`src/rtl/trig_capture_ctrl.sv`:
```
// Capture/trigger sequencer for a circular sample RAM. It fills a pre-trigger window,
// arms the channel triggers, latches the trigger sample and stores the post-trigger tail.
module trig_capture_ctrl #(
    parameter int ENTRIES = 384,
    parameter int ADDR_W  = 9
) (
    input  logic              clk,
    input  logic              rst_n,
    input  logic              CH1Trig,
    input  logic              CH2Trig,
    input  logic              CH3Trig,
    input  logic              CH4Trig,
    input  logic              CH5Trig,
    input  logic              protTrig,
    input  logic              smpl_en,
    input  logic              capture_start,
    input  logic              clr_done,
    input  logic [ADDR_W-1:0] trig_pos,
    output logic              armed,
    output logic              triggered,
    output logic              capture_done,
    output logic              we,
    output logic [ADDR_W-1:0] waddr,
    output logic [ADDR_W-1:0] trig_addr
);

    typedef enum logic [2:0] {
        S_IDLE,
        S_PRE,
        S_WAIT,
        S_POST,
        S_DONE
    } state_t;

    localparam logic [ADDR_W-1:0] LAST = ADDR_W'(ENTRIES - 1);
    localparam logic [ADDR_W-1:0] ONE  = ADDR_W'(1);

    state_t            state;
    logic [ADDR_W-1:0] pre_cnt;
    logic [ADDR_W-1:0] post_cnt;
    logic [ADDR_W-1:0] tpos_eff;
    logic [ADDR_W-1:0] pre_len;
    logic [ADDR_W-1:0] waddr_nxt;
    logic              trig_all;

    // Post-trigger length is forced into 1..ENTRIES-1 so the pre window is never empty.
    always_comb begin
        tpos_eff = trig_pos;
        if (trig_pos == '0)
            tpos_eff = ONE;
        else if (trig_pos > LAST)
            tpos_eff = LAST;
        pre_len = ADDR_W'(ENTRIES) - tpos_eff;
    end

    assign trig_all  = CH1Trig & CH2Trig & CH3Trig & CH4Trig & CH5Trig & protTrig;
    assign we        = smpl_en & ((state == S_PRE) || (state == S_WAIT) || (state == S_POST));
    assign waddr_nxt = (waddr == LAST) ? '0 : waddr + ONE;

    // NOTE: reset is sampled on the clock edge, so it lives inside the clocked block
    // and wins over everything else, including a write that would happen that cycle.
    always_ff @(posedge clk) begin
        if (!rst_n) begin
            state        <= S_IDLE;
            armed        <= 1'b0;
            triggered    <= 1'b0;
            capture_done <= 1'b0;
            waddr        <= '0;
            trig_addr    <= '0;
            pre_cnt      <= '0;
            post_cnt     <= '0;
        end else begin
            if (we)
                waddr <= waddr_nxt;

            unique case (state)
                S_IDLE: begin
                    if (capture_start) begin
                        state     <= S_PRE;
                        pre_cnt   <= '0;
                        triggered <= 1'b0;
                    end
                end
                S_PRE: begin
                    if (smpl_en) begin
                        pre_cnt <= pre_cnt + ONE;
                        if (pre_cnt == pre_len - ONE) begin
                            state <= S_WAIT;
                            armed <= 1'b1;
                        end
                    end
                end
                S_WAIT: begin
                    if (smpl_en && trig_all) begin
                        trig_addr <= waddr;
                        triggered <= 1'b1;
                        post_cnt  <= ONE;
                        if (tpos_eff == ONE) begin
                            state        <= S_DONE;
                            armed        <= 1'b0;
                            capture_done <= 1'b1;
                        end else begin
                            state <= S_POST;
                        end
                    end
                end
                S_POST: begin
                    if (smpl_en) begin
                        post_cnt <= post_cnt + ONE;
                        if (post_cnt == tpos_eff - ONE) begin
                            state        <= S_DONE;
                            armed        <= 1'b0;
                            capture_done <= 1'b1;
                        end
                    end
                end
                S_DONE: begin
                    if (capture_start) begin
                        state        <= S_PRE;
                        pre_cnt      <= '0;
                        triggered    <= 1'b0;
                        capture_done <= 1'b0;
                    end else if (clr_done) begin
                        state        <= S_IDLE;
                        capture_done <= 1'b0;
                    end
                end
                default: state <= S_IDLE;
            endcase
        end
    end

endmodule

```
`config.mk`:
```
export PLATFORM = sky130hd
export DESIGN_NAME = trig_capture_ctrl
export DESIGN_NICKNAME = d
export VERILOG_FILES = /design/src/rtl/trig_capture_ctrl.sv
export SDC_FILE = /design/constraint.sdc
export NUM_CORES = 1
export LEC_CHECK = 0
export ABC_AREA = 1
export BUFFER_PORTS_ARGS = -buffer_cell sky130_fd_sc_hd__buf_2
export CAP_MARGIN = 15
export CORE_MARGIN = 2
export CORE_UTILIZATION = 55
export CTS_CLUSTER_DIAMETER = 40
export DETAILED_ROUTE_END_ITERATION = 10
export GPL_ROUTABILITY_DRIVEN = 0
export GPL_TIMING_DRIVEN = 0
export HOLD_SLACK_MARGIN = 0.06
export MAX_ROUTING_LAYER = met4
export PLACE_DENSITY = 0.78
export SETUP_SLACK_MARGIN = 0.3
export SYNTH_ARGS = -nofsm -noshare
export SYNTH_HDL_FRONTEND = slang
export SYNTH_SLANG_ARGS = --single-unit
```
`constraint.sdc`:
```
create_clock -name clk -period 2.55 [get_ports clk]
set_input_delay 0.1275 -clock clk [delete_from_list [all_inputs] [get_ports clk]]
set_output_delay 0.1275 -clock clk [all_outputs]
set_load 0.01 [all_outputs]
```
==> metrics, run 1 <==
Root Driver=clkbuf_8; largest net degree at the start of global routing=15; Via Count=2577; RSZ-0062 raised after global routing=false; per-cell routed wire length=12.0 um; number of clock sinks=42; # port buffers=40; mapped cell area=0.00260 mm^2; final hold vios=0; max-cap violation count=0; launching point of the worst reg2reg path=state[1]; GRT overflow=0; internal power=1.11 mW; Async S/R FF share, synth=0%; area grow syn2layout=14.3%; # H-tree levels=2; effective utilization at floorplan=58.4%; share of layout cells above drive strength 1=20.5%; leakage=1.37 nW; Slew @ Worst Pin=0.544 ns; post-synthesis register bit count=42; R2R setup slack=0.59 ns; vias per std cell=5.21; FF-to-FF path depth=14; setup TNS=0 ns; Worst Skew=0.00612 ns; fmax=0.501 GHz; fin. max-slew vios=0; critical path launch point type=input port; CP max FO=7; final instance area=0.00297 mm^2; Ant. Diodes=0; dominant cells by area after synthesis=dfxtp_1 (32%), nand2_1 (10%), nor2_1 (8.1%); top-count cell post-synth=nand2_1; EDFF count, synth=0; Worst EP required=2.74 ns; die extent in x=72.7 um; first-pass GRT wire length=9940 um; Net Count, Synth=419; final setup vio count=0; power per cell area=606 mW/mm^2; switching power=691 uW; Synth Flop Type=dfxtp_1; DIE HEIGHT=72.7 um; Tmin final=2.00 ns; Num CTS Buffers=5; crit end category=flip-flop; Post-synth top cells=nand2_1 (72), nor2_1 (56), inv_1 (55); Slew Limit Headroom=63.3%; final net count=467; switching fraction of total power=38.4%; Residual DRC=0; final WL=5930 um; CTS tree=done; post-synth cell types=34; vias in the first global route=2315; share of power burned in registers=42.0%; status=complete, no violations; cts-stage hold buffer count=0; initial DRC count=158; clk_lat worst skew=0.29 ns; mean post-synth cell area=6.59 um^2; fill count=406; area leader, netlist=dfxtp_1; Pre-antenna DRT Iters=4; worst vdd ir=0.423 mV; Critical Path Start=trig_pos[8]; HP Class=input port to flip-flop; # rows=24; clock power share=24.2%; Combinational Power Share=33.8%; gr usage total=24.1%; clk buf depth=2; Final Cycle Share=78.3%; Post-DP HPWL=4680 um; dpl cell area=0.00286 mm^2; antenna-violating nets left=0; crit path to=state[1]; I/O pins=42; die area=0.00529 mm^2; area share of the largest cell type after synthesis=32.4%; CP arrival=2.19 ns; initial antenna violation count=0; Reg clk slew, reported paths=0.09 ns; Yosys Warn Count=0; Mapped Cells=394; worst reg2reg endpoint=waddr[8]; Core ar.=0.00444 mm^2; Seq/Total Area, Yosys=32.4%; Crit Path Class=input port to flip-flop
[routing by layer]
layer	part of all wire, %	global-route usage (%)
met1	49	31.7
met5	0	-
met2	47	39.6
met3	3.4	3.31
met4	1.1	5.35
[area by class of cell]
class	count	area, um^2	area share, %
multi-input combinational	283	1500	50.7
sequential	42	841	28.3
tap	52	65.1	2.19
clock inverter	3	18.8	0.633
clock buffer	5	68.8	2.32
buffer	3	11.3	0.380
timing repair buffer	41	208	7.00
inverter	66	250	8.44
[power groups by stage]
| stage | logic [mW] | registers (mW) | clock network [mW] |
|---|---|---|---|
| 5_1_grt | 0.695 | 0.763 | 0.469 |
| 3_3_place_gp | 0.580 | 0.767 | 0 |
| 4_1_cts | 0.601 | 0.754 | 0.439 |
| 6_report | 0.608 | 0.755 | 0.436 |
| 2_1_floorplan | 0.446 | 0.769 | 0 |
| 3_5_place_dp | 0.593 | 0.768 | 0 |
[timing repair]
| item | CTS | global route |
|---|---|---|
| endpoints found under the hold margin | 0 | 0 |
| setup endpoints to repair | 0 | 1 |
| setup buffers | 0 | 1 |
| gates resized for setup | 0 | 3 |
[state kept, by name (all words and copies together) (netlist names)]
register,count
armed,1
pre_cnt,9
waddr,9
trig_addr,9
capture_done,1
triggered,1
state,3
post_cnt,9
[cell usage in the layout, fill, tap and decap left out, types with 2 or more instances in the layout]
master,synthesis,layout
clkinv_2,0,2
a31oi_1,2,2
nor3b_1,4,4
clkbuf_1,3,3
nor2_4,2,2
ha_1,5,4
nand2_1,72,72
clkbuf_8,0,5
nand2_4,2,2
nor2_2,10,11
o21ai_0,15,15
nand3_1,26,25
nor4_1,3,3
nand2_2,6,6
inv_1,55,55
nor2_8,2,2
o22ai_1,2,2
nand3_2,1,2
dfxtp_1,42,42
xor2_1,13,13
a21oi_1,25,25
nor2_1,56,55
nor3_1,15,15
buf_2,0,40
nand4_1,12,12
inv_2,10,10
[critical path, stage by stage]
cell and delay (ns):
buf_2 0.14, nand2_4 0.12, inv_4 0.08, nor2_8 0.12, inv_2 0.04, nor2_2 0.16
ha_2 0.22, nand2_1 0.09, nor2_4 0.17, nand2_1 0.07, nand2_1 0.07, nand2_1 0.05
nand2_1 0.05, nand2_1 0.04, nor2_1 0.10, nand4_1 0.14, nand2_2 0.18, nand3_1 0.09
nand2_1 0.07, nor2_1 0.04
[worst min-delay path by stage]
stage / from / endpoint / slack [ns] / cells after the start
3_3_place_gp: armed / armed / 0.43 / 2
5_1_grt: clr_done / state[2] / 0.18 / 4
3_5_place_dp: armed / armed / 0.44 / 2
2_1_floorplan: capture_start / state[2] / 0.34 / 3
4_1_cts: clr_done / state[2] / 0.15 / 4
6_report: clr_done / state[2] / 0.15 / 4
[kinds of logic after synthesis]
group,count (synthesis),synth area share (%)
fa+ha+maj,5,2.41
simple gates,215,40.1
flops,42,32.4
buf+inv,69,10.1
xor+xnor,14,4.72
compound gates,49,10.3
[per-stage QoR]
step                util [%]  std cells  setup WS [ns]  total power [mW]  hold slack, ns
global route            66.8        495          0.289              1.93           0.180
floorplan                  -        394          0.703              1.21           0.341
detailed placement      64.4        486          0.201              1.36           0.437
global placement        64.4        486          0.261              1.35           0.427
finish                  66.8        495          0.554              1.80           0.148
CTS                     66.4        494          0.520              1.79           0.146
Power figures use the tool's default switching activity.
==> inputs of run 2 (changes only) <==
==> constraint.sdc (replaced) <==
create_clock -name clk -period 1.87 [get_ports clk]
set_input_delay 0.0935 -clock clk [delete_from_list [all_inputs] [get_ports clk]]
set_output_delay 0.0935 -clock clk [all_outputs]
set_load 0.01 [all_outputs]
==> run 2 against run 1 <==
Flip-flop and latch count is the same. Clock skew grew 0.0036 ns. Critical path depth shrank 6. Wire length grew 26%. Count of clock-buffer cells in the layout is the same. Clock power grew 76%. Worst setup slack lost 0.46 ns. Sequential power grew 39%. Largest power group is now combinational cells. Global-route usage grew 4.3 points.
==> metrics, run 2 (same netlist as run 1, synthesis figures left out) <==
initial DRC count=309 (+96%); area grow syn2layout=36.2%; Slew @ Worst Pin=0.463 ns (-0.0809 ns); clk buf depth=2 (unchanged); power per cell area=869 mW/mm^2 (+43%); HP Class=input port to flip-flop; # H-tree levels=2 (unchanged); final WL=7450 um (+26%); clk_lat worst skew=0.30 ns (about the same); fill count=287 (-29%); Residual DRC=0 (unchanged); pre-CTS WS=-0.355 ns (-0.557 ns); I/O pins=42 (unchanged); cts-stage hold buffer count=0 (unchanged); worst vdd ir=0.658 mV (+56%); Post-DP HPWL=4630 um (-1.2%); CP arrival=1.98 ns (-0.21 ns); antenna-violating nets left=0 (unchanged); Reg clk slew, reported paths=0.09 ns (about the same); Worst EP required=2.07 ns (-0.67 ns); final setup vio count=0 (unchanged); die area=0.00529 mm^2 (unchanged); initial antenna violation count=0 (unchanged); switching power=1.18 mW (+71%); Combinational Power Share=40.8% (+7.0 points); RSZ-0062 raised after global routing=true; Crit Path Class=flip-flop to flip-flop; DIE HEIGHT=72.7 um (unchanged); clock power share=25.0% (+0.8 points); leakage=1.61 nW (+17%); effective utilization at floorplan=58.4% (unchanged); Ant. Diodes=0 (unchanged); max-cap violation count=0 (unchanged); Slew Limit Headroom=69.1% (+5.8 points); internal power=1.89 mW (+71%); first-pass GRT wire length=11800 um (+19%); largest net degree at the start of global routing=16 (+1); # rows=24 (unchanged); share of power burned in registers=34.2% (-7.8 points); Pre-antenna DRT Iters=6 (+2); Num CTS Buffers=5 (unchanged); die extent in x=72.7 um (unchanged); vias in the first global route=2708 (+17%); Via Count=2858 (+11%); Root Driver=clkbuf_8; share of layout cells above drive strength 1=34.9% (+14 points); Final Cycle Share=94.7%; CP max FO=3 (-4); final std cells w/o fill=525 (+6.1%); switching fraction of total power=38.4% (about the same); GRT overflow=0 (unchanged); status=complete, no violations; Util after Layout=79.6% (+13 points); fin. max-slew vios=0 (unchanged); CTS tree=done; Core ar.=0.00444 mm^2 (unchanged); critical path launch point type=flip-flop; final net count=497 (+6.4%); final hold vios=0 (unchanged); per-cell routed wire length=14.2 um (+18%); gr usage total=28.4% (+4.3 points); number of clock sinks=42 (unchanged); Tmin final=1.77 ns; fin worst setup slack=0.0986 ns (-0.455 ns); fmax=0.565 GHz; placed insts=486 (unchanged); highest-count cells in the layout ignoring fill and taps=nand2_1 (65), inv_1 (47), nor2_1 (43); # port buffers=40 (unchanged); Worst Skew=0.00974 ns (+0.00362 ns); vias per std cell=5.44 (+4.6%); commonest non-fill, non-tap cell in the layout=nand2_1; crit end category=flip-flop
run 2: changes by cell type in the layout (fill, tap and decap cells not counted), sizes merged:
cell | previous run | this run
clkinv | 2 | 0
buf | 41 | 71
clkinvlp | 0 | 1
bufinv | 0 | 1
run 2: per-stage QoR:
stage / TNS (ns) / total power, mW / instance area, um^2 / hold slack [ns]
CTS: 0 / 2.90 / 3370 / 0.116
finish: 0 / 3.07 / 3540 / 0.120
global placement: -1.57 / 1.89 / 2930 / 0.423
floorplan: 0 / 1.70 / 2660 / 0.307
detailed placement: -1.74 / 1.91 / 2930 / 0.441
global route: -0.442 / 3.23 / 3540 / 0.137
run 2: final timing paths:
path | startpoint | endpoint | slack, ns | cells after the start
worst max register to register | state[0] | waddr[8] | 0.1 | 14
worst max-delay path | state[0] | waddr[8] | 0.1 | 14
worst min-delay path | clr_done | state[2] | 0.12 | 4
worst min register to register | armed | armed | 0.46 | 2
run 2: cell type report:
class                           count  area [um^2]  area share (%)
Multi-Input combinational cell    283         1740            49.3
Sequential cell                    42          851            24.1
Timing Repair Buffer               71          483            13.7
Inverter                           66          258            7.29
Clock buffer                        5         68.8            1.95
Tap cell                           52         65.1            1.84
Clock inverter                      3         48.8            1.38
Buffer                              3         18.8           0.531
run 2: timing repair:
action | CTS | global route
pin swaps | 29 | 14
resized for setup | 42 | 37
buffers inserted | 26 | 5
setup endpoints to repair | 32 | 34
hold endpoints to repair | 0 | 0
run 2: critical path, cell delays in order, from the launching register on:
cell,delay [ns]
dfxtp_4,0.38
nor2_4,0.05
nor2_2,0.08
inv_2,0.06
nor2_4,0.11
inv_2,0.06
nor2_1,0.11
inv_1,0.08
nor2_1,0.13
inv_1,0.09
nor2_2,0.12
inv_2,0.06
nor3_4,0.14
o21ai_1,0.09
o211a_1,0.11
run 2: power by group through the flow:
stage	combinational [mW]	sequential (mW)	clock (mW)
floorplan	0.647	1.06	0
global placement	0.837	1.05	0
detailed placement	0.851	1.06	0
CTS	1.08	1.05	0.775
global route	1.36	1.06	0.811
finish	1.25	1.05	0.768
run 2: routing by layer:
layer,up-vias,GRT usage (%),share of wire [%]
met5,-,-,0
met4,0,7.20,2.5
met3,18,4.42,5.9
met2,116,47.6,48
met1,1303,35.8,43
li1,1421,-,-
==> inputs of run 3 (changes only) <==
--- a/config.mk
+++ b/config.mk
@@ -8,11 +8,9 @@
 export ABC_AREA = 1
 export BUFFER_PORTS_ARGS = -buffer_cell sky130_fd_sc_hd__buf_2
 export CAP_MARGIN = 15
-export CORE_MARGIN = 2
 export CORE_UTILIZATION = 55
 export CTS_CLUSTER_DIAMETER = 40
 export DETAILED_ROUTE_END_ITERATION = 10
-export GPL_ROUTABILITY_DRIVEN = 0
 export GPL_TIMING_DRIVEN = 0
 export HOLD_SLACK_MARGIN = 0.06
 export MAX_ROUTING_LAYER = met4
==> constraint.sdc (replaced) <==
create_clock -name clk -period 1.8 [get_ports clk]
set_input_delay 0.09 -clock clk [delete_from_list [all_inputs] [get_ports clk]]
set_output_delay 0.09 -clock clk [all_outputs]
set_load 0.01 [all_outputs]
==> run 3 against run 2 <==
Highest routed layer unchanged. Final area grew 8.5%. Sequential power grew 6%. Largest power group unchanged. Clock power grew 22%. The flow now finishes with violations (design-rule violations, negative setup slack). Via count grew 8.4%. Wire length grew 17%. Sequential share of layout area shrank 1.7 points. Worst setup slack lost 0.18 ns.
==> metrics, run 3 (same netlist as run 1, synthesis figures left out) <==
number of clock sinks=42 (unchanged); Final Cycle Share=104% (+9.8 points); GRT overflow=0 (unchanged); crit-path cells=inv_4 > nor2_4 > inv_2 > nor2_4 > inv_2 > nor2_4 > nor2_4 > nor2_4 > inv_2 > nor2_4 > inv_2 > nor4_1 > nor3_1; Num CTS Buffers=5 (unchanged); initial antenna violation count=0 (unchanged); Ant. Diodes=0 (unchanged); max-cap violation count=0 (unchanged); Worst path slowest cell=dfxtp_4; die area=0.00500 mm^2 (-5.4%); fmax=0.532 GHz (-5.8%); Power Total=3.45 mW (+12%); gr usage total=29.3% (+0.94 points); R2R setup slack=-0.08 ns (-0.18 ns); RSZ-0062 raised after global routing=true; CTS tree=done; vias in the first global route=2571 (-5.1%); placed insts=486 (unchanged); Worst Skew=0.0166 ns (+0.00681 ns); initial DRC count=308 (-0.32%); CP arrival=2.05 ns (+0.07 ns); # rows=24 (unchanged); # H-tree levels=2 (unchanged); Slew @ Worst Pin=0.514 ns (+0.0503 ns); per-cell routed wire length=16.1 um (+14%); worst reg2reg endpoint=post_cnt[7]; most used cell, CP=nor2_4; Hold Crit Depth=4 (unchanged); area grow syn2layout=47.8%; Pre-antenna DRT Iters=10 (+4); fin. max-slew vios=0 (unchanged); final WL=8690 um (+17%); GRT busiest layer=met2; commonest non-fill, non-tap cell in the layout=nand2_1; final hold vios=0 (unchanged); clock power share=27.2% (+2.2 points); power per cell area=899 mW/mm^2 (+3.4%); first-pass GRT wire length=11400 um (-3.4%); final net count=511 (+2.8%); Post-DP HPWL=4700 um (+1.7%); dpl cell area=0.00294 mm^2 (+0.30%); crit end category=flip-flop; # port buffers=40 (unchanged); clk_lat worst skew=0.31 ns (about the same); worst vdd ir=0.766 mV (+16%); switching fraction of total power=37.6% (-0.77 points); Reg clk slew, reported paths=0.10 ns (about the same); setup TNS=-0.230 ns (-0.230 ns); Crit Path Class=flip-flop to flip-flop; Core ar.=0.00444 mm^2 (unchanged); antenna-violating nets left=0 (unchanged); Hold EP=state[2]; fin worst setup slack=-0.0807 ns (-0.179 ns); pre-CTS WS=-0.449 ns (-0.0940 ns); FF-to-FF path depth=13 (-1); share of power burned in registers=32.2% (-2.0 points); slowest stage delay, CP=0.40 ns (+0.02 ns); final instance area=0.00384 mm^2 (+8.5%); Worst EP required=1.97 ns (-0.10 ns); status=finished, violations left; share of layout cells above drive strength 1=41.1% (+6.2 points); Root Driver=clkbuf_8; Tmin final=1.88 ns (+0.109 ns); violated checks=design-rule violations, negative setup slack; DIE HEIGHT=70.7 um (-2.8%); hold_ws=0.116 ns (-0.00470 ns); clk buf depth=2 (unchanged); HP Class=input port to flip-flop; I/O pins=42 (unchanged); Residual DRC=4 (+4); Slew Limit Headroom=65.7% (-3.4 points); GR Util met3=4.70% (+0.28 points); Util after Layout=86.3% (+6.8 points); leakage=1.74 nW (+8.2%); die extent in x=70.7 um (-2.8%); final setup vio count=5 (+5); largest net degree at the start of global routing=15 (-1); met2 GRT Util=48.0% (+0.39 points); switching power=1.30 mW (+10%); CP max FO=4 (+1); Hold Startpoint=capture_start; launching point of the worst reg2reg path=state[1]; internal power=2.15 mW (+14%); met1 usage=37.9% (+2.2 points); cts-stage hold buffer count=0 (unchanged); Via Count=3099 (+8.4%); Combinational Power Share=40.6% (-0.2 points); effective utilization at floorplan=58.4% (unchanged); vias per std cell=5.75 (+5.6%); highest-count cells in the layout ignoring fill and taps=nand2_1 (61), inv_1 (45), nor2_1 (39); critical path launch point type=flip-flop; Critical Path Start=state[1]; final std cells w/o fill=539 (+2.7%); Placer Congestion=0.940
==> run 3: changes by cell type in the layout (fill, tap and decap cells not counted), moves of 3 or more <==
cell and delta:
nor2_4 +5, nor3b_1 -3, dfxtp_2 +3, nor3b_2 +3
dfxtp_1 -4, buf_4 +4, nand2_1 -4, nor3_2 +3
buf_6 +9, nor2_1 -4, nor3_1 -3
==> run 3: final cells by class <==
cell class | count | area (um^2)
buffer | 3 | 22.5
clock buffer | 5 | 68.8
clock inverter | 3 | 68.8
fill | 256 | 607
inverter | 66 | 269
multi-input combinational | 283 | 1850
sequential | 42 | 858
tap | 52 | 65.1
timing repair buffer | 85 | 638
==> run 3: worst max-delay path by stage <==
stage                         to  slack (ns)  cells after the start
floorplan           capture_done         0.1                     19
global placement           armed       -0.39                     17
detailed placement         armed       -0.45                     14
CTS                     waddr[8]        0.03                     14
global route        capture_done       -0.16                     19
finish               post_cnt[7]       -0.08                     13
==> run 3: per-layer routing <==
layer / vias up / routed length (um)
met1: 1420 / 3440
met3: 41 / 617
met4: 0 / 318
met5: - / 0
met2: 185 / 4320
li1: 1453 / -
==> run 3: timing repair <==
item,4_1_cts,5_1_grt
resized for setup,49,74
buffers inserted,29,16
pin swaps,30,32
hold endpoints to repair,0,0
cloned,0,0
setup endpoints to repair,33,34
==> run 3: power groups by stage <==
stage	clock network [mW]	registers [mW]	logic, mW
3_3_place_gp	0	1.11	0.896
2_1_floorplan	0	1.11	0.685
5_1_grt	0.980	1.12	1.52
3_5_place_dp	0	1.11	0.899
4_1_cts	0.931	1.10	1.11
6_report	0.937	1.11	1.40
==> run 3: worst max-delay path, delay by kind of cell, from the launching register on <==
kind / cells / cell delay, ns
buf+inv: 5 / 0.30
flops: 1 / 0.40
simple gates: 8 / 1.04
